### src/rtl/clk_otp_div_gen_pkg.sv
// Shared types and defaults for the 100 kHz OFF/TOGGLE/DIV/ONESHOT output generator.
package clk_otp_pkg;

    typedef enum logic [1:0] {
        MODE_OFF     = 2'b00,
        MODE_TOGGLE  = 2'b01,
        MODE_DIV     = 2'b10,
        MODE_ONESHOT = 2'b11
    } mode_e;

    localparam int DEF_NUM_CH = 4;
    localparam int DEF_DIV_W  = 8;

    // Channel-index width; a single channel still needs a 1-bit select.
    function automatic int ch_w(input int n);
        return (n > 1) ? $clog2(n) : 1;
    endfunction

endpackage

### src/rtl/clk_otp_div_gen_if.sv
// Configuration request bus: the master issues channel/mode/div, the generator answers ready/err.
interface clk_otp_div_gen_if
    import clk_otp_pkg::*;
#(
    parameter int NUM_CH = DEF_NUM_CH,
    parameter int DIV_W  = DEF_DIV_W
);
    localparam int CH_W = ch_w(NUM_CH);

    logic             cfg_valid;
    logic             cfg_ready;
    logic [CH_W-1:0]  cfg_ch;
    mode_e            cfg_mode;
    logic [DIV_W-1:0] cfg_div;
    logic             cfg_err;

    modport master (
        output cfg_valid, cfg_ch, cfg_mode, cfg_div,
        input  cfg_ready, cfg_err
    );

    modport slave (
        input  cfg_valid, cfg_ch, cfg_mode, cfg_div,
        output cfg_ready, cfg_err
    );

endinterface

### src/rtl/clk_otp_div_gen_ch.sv
// One output channel: mode register, non-wrapping counter, registered out and busy.
module clk_otp_div_ch
    import clk_otp_pkg::*;
#(
    parameter int DIV_W = DEF_DIV_W
) (
    input  logic             clk_i,
    input  logic             rst_i,
    input  logic             load_i,
    input  mode_e            mode_i,
    input  logic [DIV_W-1:0] div_i,
    output logic             out_o,
    output logic             busy_o
);

    mode_e            mode_q;
    logic [DIV_W-1:0] div_q;
    logic [DIV_W-1:0] cnt_q;
    logic [DIV_W-1:0] cnt_d;
    logic             out_q;
    logic             busy_q;

    assign cnt_d  = cnt_q + 1'b1;
    assign out_o  = out_q;
    assign busy_o = busy_q;

    // NOTE: all state uses non-blocking assignments so every register samples pre-edge values.
    always_ff @(posedge clk_i) begin
        if (rst_i) begin
            mode_q <= MODE_OFF;
            div_q  <= '0;
            cnt_q  <= '0;
            out_q  <= 1'b0;
            busy_q <= 1'b0;
        end else if (load_i) begin
            // A load overrides whatever is in flight, including an active one-shot.
            mode_q <= mode_i;
            div_q  <= div_i;
            cnt_q  <= '0;
            out_q  <= (mode_i == MODE_ONESHOT);
            busy_q <= (mode_i == MODE_ONESHOT);
        end else begin
            unique case (mode_q)
                MODE_OFF: begin
                    out_q  <= 1'b0;
                    busy_q <= 1'b0;
                end
                MODE_TOGGLE: out_q <= ~out_q;
                MODE_DIV: begin
                    if (cnt_q == div_q) begin
                        out_q <= 1'b1;
                        cnt_q <= '0;
                    end else begin
                        out_q <= 1'b0;
                        cnt_q <= cnt_d;
                    end
                end
                MODE_ONESHOT: begin
                    if (cnt_q == div_q) begin
                        out_q  <= 1'b0;
                        busy_q <= 1'b0;
                        cnt_q  <= '0;
                        mode_q <= MODE_OFF;
                    end else begin
                        cnt_q <= cnt_d;
                    end
                end
                default: mode_q <= MODE_OFF;
            endcase
        end
    end

endmodule

### src/rtl/clk_otp_div_gen.sv
// Multi-channel clock/one-shot generator: config handshake and channel decode around NUM_CH channels.
module clk_otp_div_gen
    import clk_otp_pkg::*;
#(
    parameter int NUM_CH = DEF_NUM_CH,
    parameter int DIV_W  = DEF_DIV_W
) (
    input  logic              clk_osc_100k,
    input  logic              soft_reset,
    clk_otp_div_gen_if.slave  cfg,
    output logic [NUM_CH-1:0] out,
    output logic [NUM_CH-1:0] busy
);

    localparam int CH_W = ch_w(NUM_CH);

    logic ready_q;
    logic err_q;
    logic accept;
    logic ch_ok;

    assign accept        = cfg.cfg_valid && ready_q && !soft_reset;
    assign ch_ok         = int'({1'b0, cfg.cfg_ch}) < NUM_CH;
    assign cfg.cfg_ready = ready_q;
    assign cfg.cfg_err   = err_q;

    always_ff @(posedge clk_osc_100k) begin
        if (soft_reset) begin
            ready_q <= 1'b0;
            err_q   <= 1'b0;
        end else begin
            ready_q <= 1'b1;
            err_q   <= accept && !ch_ok;
        end
    end

    for (genvar g = 0; g < NUM_CH; g++) begin : g_ch
        logic load;
        assign load = accept && ch_ok && (cfg.cfg_ch == CH_W'(g));

        clk_otp_div_ch #(
            .DIV_W (DIV_W)
        ) u_ch (
            .clk_i  (clk_osc_100k),
            .rst_i  (soft_reset),
            .load_i (load),
            .mode_i (cfg.cfg_mode),
            .div_i  (cfg.cfg_div),
            .out_o  (out[g]),
            .busy_o (busy[g])
        );
    end

endmodule

### src/flat_wrapper.sv
// flat-port wrapper written by rule: the top's interface ports become plain ports
module clk_otp_div_gen_flat import clk_otp_pkg::*;
#(
    parameter int NUM_CH = DEF_NUM_CH,
    parameter int DIV_W  = DEF_DIV_W
)
  (clk_osc_100k, soft_reset, out, busy, cfg_cfg_valid, cfg_cfg_ch, cfg_cfg_mode, cfg_cfg_div, cfg_cfg_ready, cfg_cfg_err);
  clk_otp_div_gen_if #(.NUM_CH(NUM_CH), .DIV_W(DIV_W)) cfg_i ();
  input  logic clk_osc_100k;
  input  logic soft_reset;
  output logic [NUM_CH-1:0] out;
  output logic [NUM_CH-1:0] busy;
  input wire logic [$bits(cfg_i.cfg_valid)-1:0] cfg_cfg_valid;
  input wire logic [$bits(cfg_i.cfg_ch)-1:0] cfg_cfg_ch;
  input wire logic [$bits(cfg_i.cfg_mode)-1:0] cfg_cfg_mode;
  input wire logic [$bits(cfg_i.cfg_div)-1:0] cfg_cfg_div;
  output wire logic [$bits(cfg_i.cfg_ready)-1:0] cfg_cfg_ready;
  output wire logic [$bits(cfg_i.cfg_err)-1:0] cfg_cfg_err;
  assign cfg_i.cfg_valid = cfg_cfg_valid;
  assign cfg_i.cfg_ch = cfg_cfg_ch;
  assign cfg_i.cfg_mode = cfg_cfg_mode;
  assign cfg_i.cfg_div = cfg_cfg_div;
  assign cfg_cfg_ready = cfg_i.cfg_ready;
  assign cfg_cfg_err = cfg_i.cfg_err;
  clk_otp_div_gen #(.NUM_CH(NUM_CH), .DIV_W(DIV_W)) u_core (.clk_osc_100k(clk_osc_100k), .soft_reset(soft_reset), .cfg(cfg_i), .out(out), .busy(busy));
endmodule
### config.mk
export PLATFORM = sky130hd
export DESIGN_NAME = clk_otp_div_gen_flat
export DESIGN_NICKNAME = d
export VERILOG_FILES = /design/src/rtl/clk_otp_div_gen_pkg.sv /design/src/rtl/clk_otp_div_gen_if.sv /design/src/rtl/clk_otp_div_gen_ch.sv /design/src/rtl/clk_otp_div_gen.sv /design/src/flat_wrapper.sv
export SDC_FILE = /design/constraint.sdc
export NUM_CORES = 1
export LEC_CHECK = 0
export CAP_MARGIN = 5
export CORE_MARGIN = 8
export CORE_UTILIZATION = 61
export DETAILED_ROUTE_END_ITERATION = 12
export PLACE_DENSITY = 0.85
export SLEW_MARGIN = 20
export SYNTH_ARGS = -nofsm -noshare
export SYNTH_HDL_FRONTEND = slang
export SYNTH_SLANG_ARGS = --single-unit
export TNS_END_PERCENT = 1
### constraint.sdc
create_clock -name clk_osc_100k -period 2.35 [get_ports clk_osc_100k]
set_input_delay 0.47 -clock clk_osc_100k [delete_from_list [all_inputs] [get_ports clk_osc_100k]]
set_output_delay 0.47 -clock clk_osc_100k [all_outputs]
set_load 0.01 [all_outputs]
# Word-level counts from Yosys, hierarchy flattened
# Index checks and enable logic that the tools add are counted.
# totals
register_bits,81
wordCells,134
# op_classes
addsub,4
eq_ne,24
mux,41
bitwise,4
n_reduce_logical,40
# ops
op,n
$add 8x1->8 const B,4
$eq 8x8->1,4
$mux 8,4
$mux 2,12
$eq 2x2->1 const B,11
$mux 1,17
$pmux 1 s4,4
$reduce_and 2->1,8
$reduce_bool 2->1,8
$reduce_or 2->1,8
$ne 3x2->1 const B,4
$reduce_bool 3->1,4
$eq 2x1->1 const B,5
$logic_not 2->1,5
$pmux 1 s2,4
$logic_and 1x1->1,6
$not 1->1,4
$logic_not 1->1,1

# Depth between registers and ports, before layout
# depth
word_depth,5
ltp_mapped,7
depth_no_buf,7

# Modules after synthesis
# Synthesis repeated with hierarchy kept, for this count alone.
# hier_totals
cells_unflattened,433
area_unflattened_um2,4086.4
# modules_own_cells
module,n_inst,cells_per_inst,area_per_inst_um2
clk_otp_div_ch,4,106,1002.2
clk_otp_div_gen,1,9,77.6

# Worst setup path after synthesis
# OpenSTA, ideal clock, no wires.
# synth_path
kind,reg-to-reg
from,register u_core.g_ch[2].u_ch.mode_q[0]
to,register u_core.g_ch[2].u_ch.cnt_q[7]
setup_ps,133
arrival_ps,1433
setup_slack_ps,785
stages_incl_launch_ff,8
n_path_buf,1
period_less_slack_ps,1565
path_cell_list,dfxtp_1 ha_1 buf_2 nor2_1 nor4bb_1 and3_1 xnor2_1 nor2_1
# synth_via
elab_chain_len,2
elab_cells_between_ends,3
cone_classes,eq/ne: 2; reduce/logical: 1
# synth_lines
item,line_no,source
start: declaration,clk_otp_div_gen_ch.sv:16,mode_e mode_q;
start signal: assignment,clk_otp_div_gen_ch.sv:37,mode_q <= mode_i;
$eq 2x2->1,clk_otp_div_gen_ch.sv:43,unique case (mode_q)
$reduce_or 2->1 (no line) *,--,
end signal: assignment,clk_otp_div_gen_ch.sv:55,cnt_q <= cnt_d;
end signal: assignment,clk_otp_div_gen_ch.sv:65,cnt_q <= cnt_d;
end: declaration,clk_otp_div_gen_ch.sv:18,logic [DIV_W-1:0] cnt_q;
# Every way passes the cells marked *; elsewhere a longest branch is shown, timed or not.
# A chain may end at the register's enable or synchronous reset.

# Worst setup path after layout
# layout_path
from,register u_core.g_ch[1].u_ch.cnt_q[0]
to,register u_core.g_ch[1].u_ch.cnt_q[5]
# layout_via
elab_chain_len,2
elab_cells_between_ends,3
cone_classes,add/sub: 1; eq/ne: 1; mux: 1
# layout_lines
item,line_no
start: declaration,clk_otp_div_gen_ch.sv:18
start signal: assignment,clk_otp_div_gen_ch.sv:55
start signal: assignment,clk_otp_div_gen_ch.sv:65
$add 8x1->8 or $eq 8x8->1 (tied branches),"clk_otp_div_gen_ch.sv:23, clk_otp_div_gen_ch.sv:50, clk_otp_div_gen_ch.sv:59"
$mux 8 *,"clk_otp_div_gen_ch.sv:50, clk_otp_div_gen_ch.sv:59"
# Marks and branches as above.

==> out/summary.txt <==
CP startpoint kind: flop
ANT cells: 0
Most frequent cells in the layout: nand2_1 (99), dfxtp_1 (81), a21oi_1 (49)
Register area: 1622 sq um
Post-CTS Setup Repair Bufs: 0
Antenna violations before repair: 0
Area taken by multi-input logic gates: 2181 sq um
Fmax: 538.6 MHz
Core ar.: 6314 sq um
Vias in the first global route: 3113
DP HPWL: 6156 microns
Crit path max fanout: 7
CTS Hold Buffers Added: 0
Clk buf depth: 2
Hold Violations, Final: 0
Starting DRT DRC Count: 212
CTS sink cnt: 81
Htree depth: 3
Post-Syn Area per Cell: 8.339 sq um
DRC: 0
Initial Util: 0.6300
Power Density: 584.3 nW/um^2
CP Capture Type: flop
Worst Path Required: 2.61 ns
Rel. slew slack: 0.6434
Arr. time, crit path: 2.11 ns
Static Leak: 0.001789 uW
Least-Margin Pin Slew: 0.5314 ns
Post-synth EDFFs: 0
Share of layout cells above drive strength 1: 0.07341
Vias: 3336
Synth Register Bits: 81
TritonCTS buffer count: 9
Synthesized Nets: 508
Max-cap violations: 0
Total grt overflow: 0
RePlAce Congestion: 0.8536
Part of the cycle the worst path needs: 0.7900
Maximum vdd ir drop: 374.6 uV
Mapped cell area: 3978 sq um
# setup viols final: 0
# fillers: 467
Top_reg_cell synth: dfxtp_1
I/O Buffers: 23
Drt wl/cell: 14.99 microns
Sequential area share after synthesis: 0.4077
Clock root cell: clkbuf_8
Drt pass-1 iters: 5
Crit-path cells: xor2_1 > nor4_1 > nand2_1 > o21bai_2 > nor2_1
Global-route wire length before repair: 14680 microns
Unrepaired setup endpoints after global routing: false
I/O pins: 25
Commonest non-fill, non-tap cell in the layout: nand2_1
Final-stage net count: 530
Die height: 96.75 microns
CP max stage delay: 0.48 ns
TNS Setup: 0 ns
Routed Wire Length: 8709 microns
Chip Width: 96.75 microns
TritonCTS clock tree: done
Status: complete, no violations
Die area: 9361 sq um
Hold Path Class: reg -> reg
Asr flop ratio synth: 0
All-Layer GR Usage: 0.1861
Ys Warns: 0
Skew-Pair Late Insertion Delay: 0.37 ns
Post-Synthesis Cells: 477
Clock slew at reported path FFs: 0.09 ns
Worst Skew: 0.01197 ns
Antenna-violating nets left: 0
Crit path max-delay cell type: dfxtp_1
Final core area utilization: 0.7073
Library cells used by synthesis: 48
Site Rows: 29
Largest net degree at the start of global routing: 49
Max-slew violations: 0
Area Growth Syn to Fin: 12.27%
Final worst path period need: 1.857 ns
PostCTS Resize Cnt: 0
Worst Setup Path Type: reg -> reg
Vias per std cell: 5.742
[power by group]
part | internal [uW] | total, uW | switching, uW | leakage (uW)
clock | 499 | 1040 | 537 | 0.000100
sequential | 1380 | 1400 | 12.1 | 0.000654
combinational | 69.5 | 176 | 106 | 0.00104
[layer usage]
layer,up-vias,share of wire,global-route usage
li1,1659,-,-
met1,1567,0.44,0.2137
met2,82,0.49,0.3224
met3,28,0.038,0.03414
met4,0,0.028,0.09231
met5,-,0,0
[path summary, 6_finish.rpt]
| kind | slack [ns] | depth (start not counted) | from | to |
|---|---|---|---|---|
| worst max register to register | 0.49 | 5 | u_core.g_ch[1].u_ch.cnt_q[0]$_SDFFE_PP0P_ | u_core.g_ch[1].u_ch.cnt_q[5]$_SDFFE_PP0P_ |
| worst min register to register | 0.48 | 2 | u_core.g_ch[1].u_ch.div_q[1]$_SDFFE_PP0P_ | u_core.g_ch[1].u_ch.div_q[1]$_SDFFE_PP0P_ |
| worst min-delay path | 0.48 | 2 | u_core.g_ch[1].u_ch.div_q[1]$_SDFFE_PP0P_ | u_core.g_ch[1].u_ch.div_q[1]$_SDFFE_PP0P_ |
| worst max-delay path | 0.49 | 5 | u_core.g_ch[1].u_ch.cnt_q[0]$_SDFFE_PP0P_ | u_core.g_ch[1].u_ch.cnt_q[5]$_SDFFE_PP0P_ |
[critical path: cells and delay by family (launching register included)]
kind             cells  cell delay (ns)
flip-flops           1             0.48
XOR/XNOR             1             0.11
AO/OA/AOI/OAI        1             0.35
AND/OR/NAND/NOR      3             0.80
[Yosys cell counts (2+ instances only)]
cell type / instances / area, sq um
buf_2: 5 / 25.02
clkbuf_1: 10 / 37.54
a31oi_1: 2 / 12.51
nand4_1: 10 / 62.56
nand3_1: 6 / 30.03
xor2_1: 40 / 350.3
a21oi_1: 49 / 245.2
o21ai_0: 12 / 60.06
dfxtp_1: 81 / 1622
nand2_1: 99 / 371.6
buf_4: 9 / 67.56
o41ai_1: 8 / 70.07
and2_1: 7 / 43.79
nor3_1: 2 / 10.01
nor2b_1: 2 / 12.51
and3_1: 6 / 37.54
nand2b_1: 2 / 12.51
o2111ai_1: 3 / 26.28
xnor2_1: 17 / 148.9
nor4b_1: 2 / 17.52
or2_2: 3 / 18.77
a311oi_1: 2 / 17.52
nor2_1: 38 / 142.6
nor4_1: 7 / 43.79
or3_1: 2 / 12.51
a21boi_1: 2 / 15.01
mux2i_1: 2 / 20.02
inv_1: 12 / 45.04
ha_1: 16 / 200.2
nor4bb_1: 3 / 30.03
[through the flow]
stage	cell area, sq um	power, uW	std cells	setup WS (ns)	hold slack (ns)
finish	4466	2609	581	0.4934	0.4802
global route	4466	2698	581	0.2453	0.4968
floorplan	3978	1524	477	0.7847	0.4478
detailed placement	4264	1601	565	0.1390	0.4629
CTS	4466	2627	581	0.4984	0.4745
global placement	4264	1597	565	0.1968	0.4545
[cells by family (layout without fill, tap and decap cells)]
logic type      Yosys count  after routing  synth area share
fa+ha+maj                16             16           0.05033
buf+inv                  36             63           0.04404
simple gates            195            195            0.2290
compound gates           89             89            0.1375
xor+xnor                 57             57            0.1255
mux                       2              2          0.005033
other cells               1              1         0.0009428
flops                    81             81            0.4077
[sequential cells by signal, indices dropped and copies added (netlist names)]
register,count
u_core.g_ch.u_ch.div_q,32
u_core.g_ch.u_ch.cnt_q,32
u_core.g_ch.u_ch.busy_o,4
u_core.cfg.cfg_ready,1
u_core.g_ch.u_ch.mode_q,8
u_core.g_ch.u_ch.out_o,4
[layout make-up]
type                            instances  share of cell area
Clock buffer                            9             0.02774
Tap cell                               77             0.02157
Timing Repair Buffer                   35             0.07173
Sequential cell                        81              0.3631
Multi-Input combinational cell        360              0.4884
Inverter                               12             0.01009
Clock inverter                          7             0.01737
(Power assumes the default switching activity.)
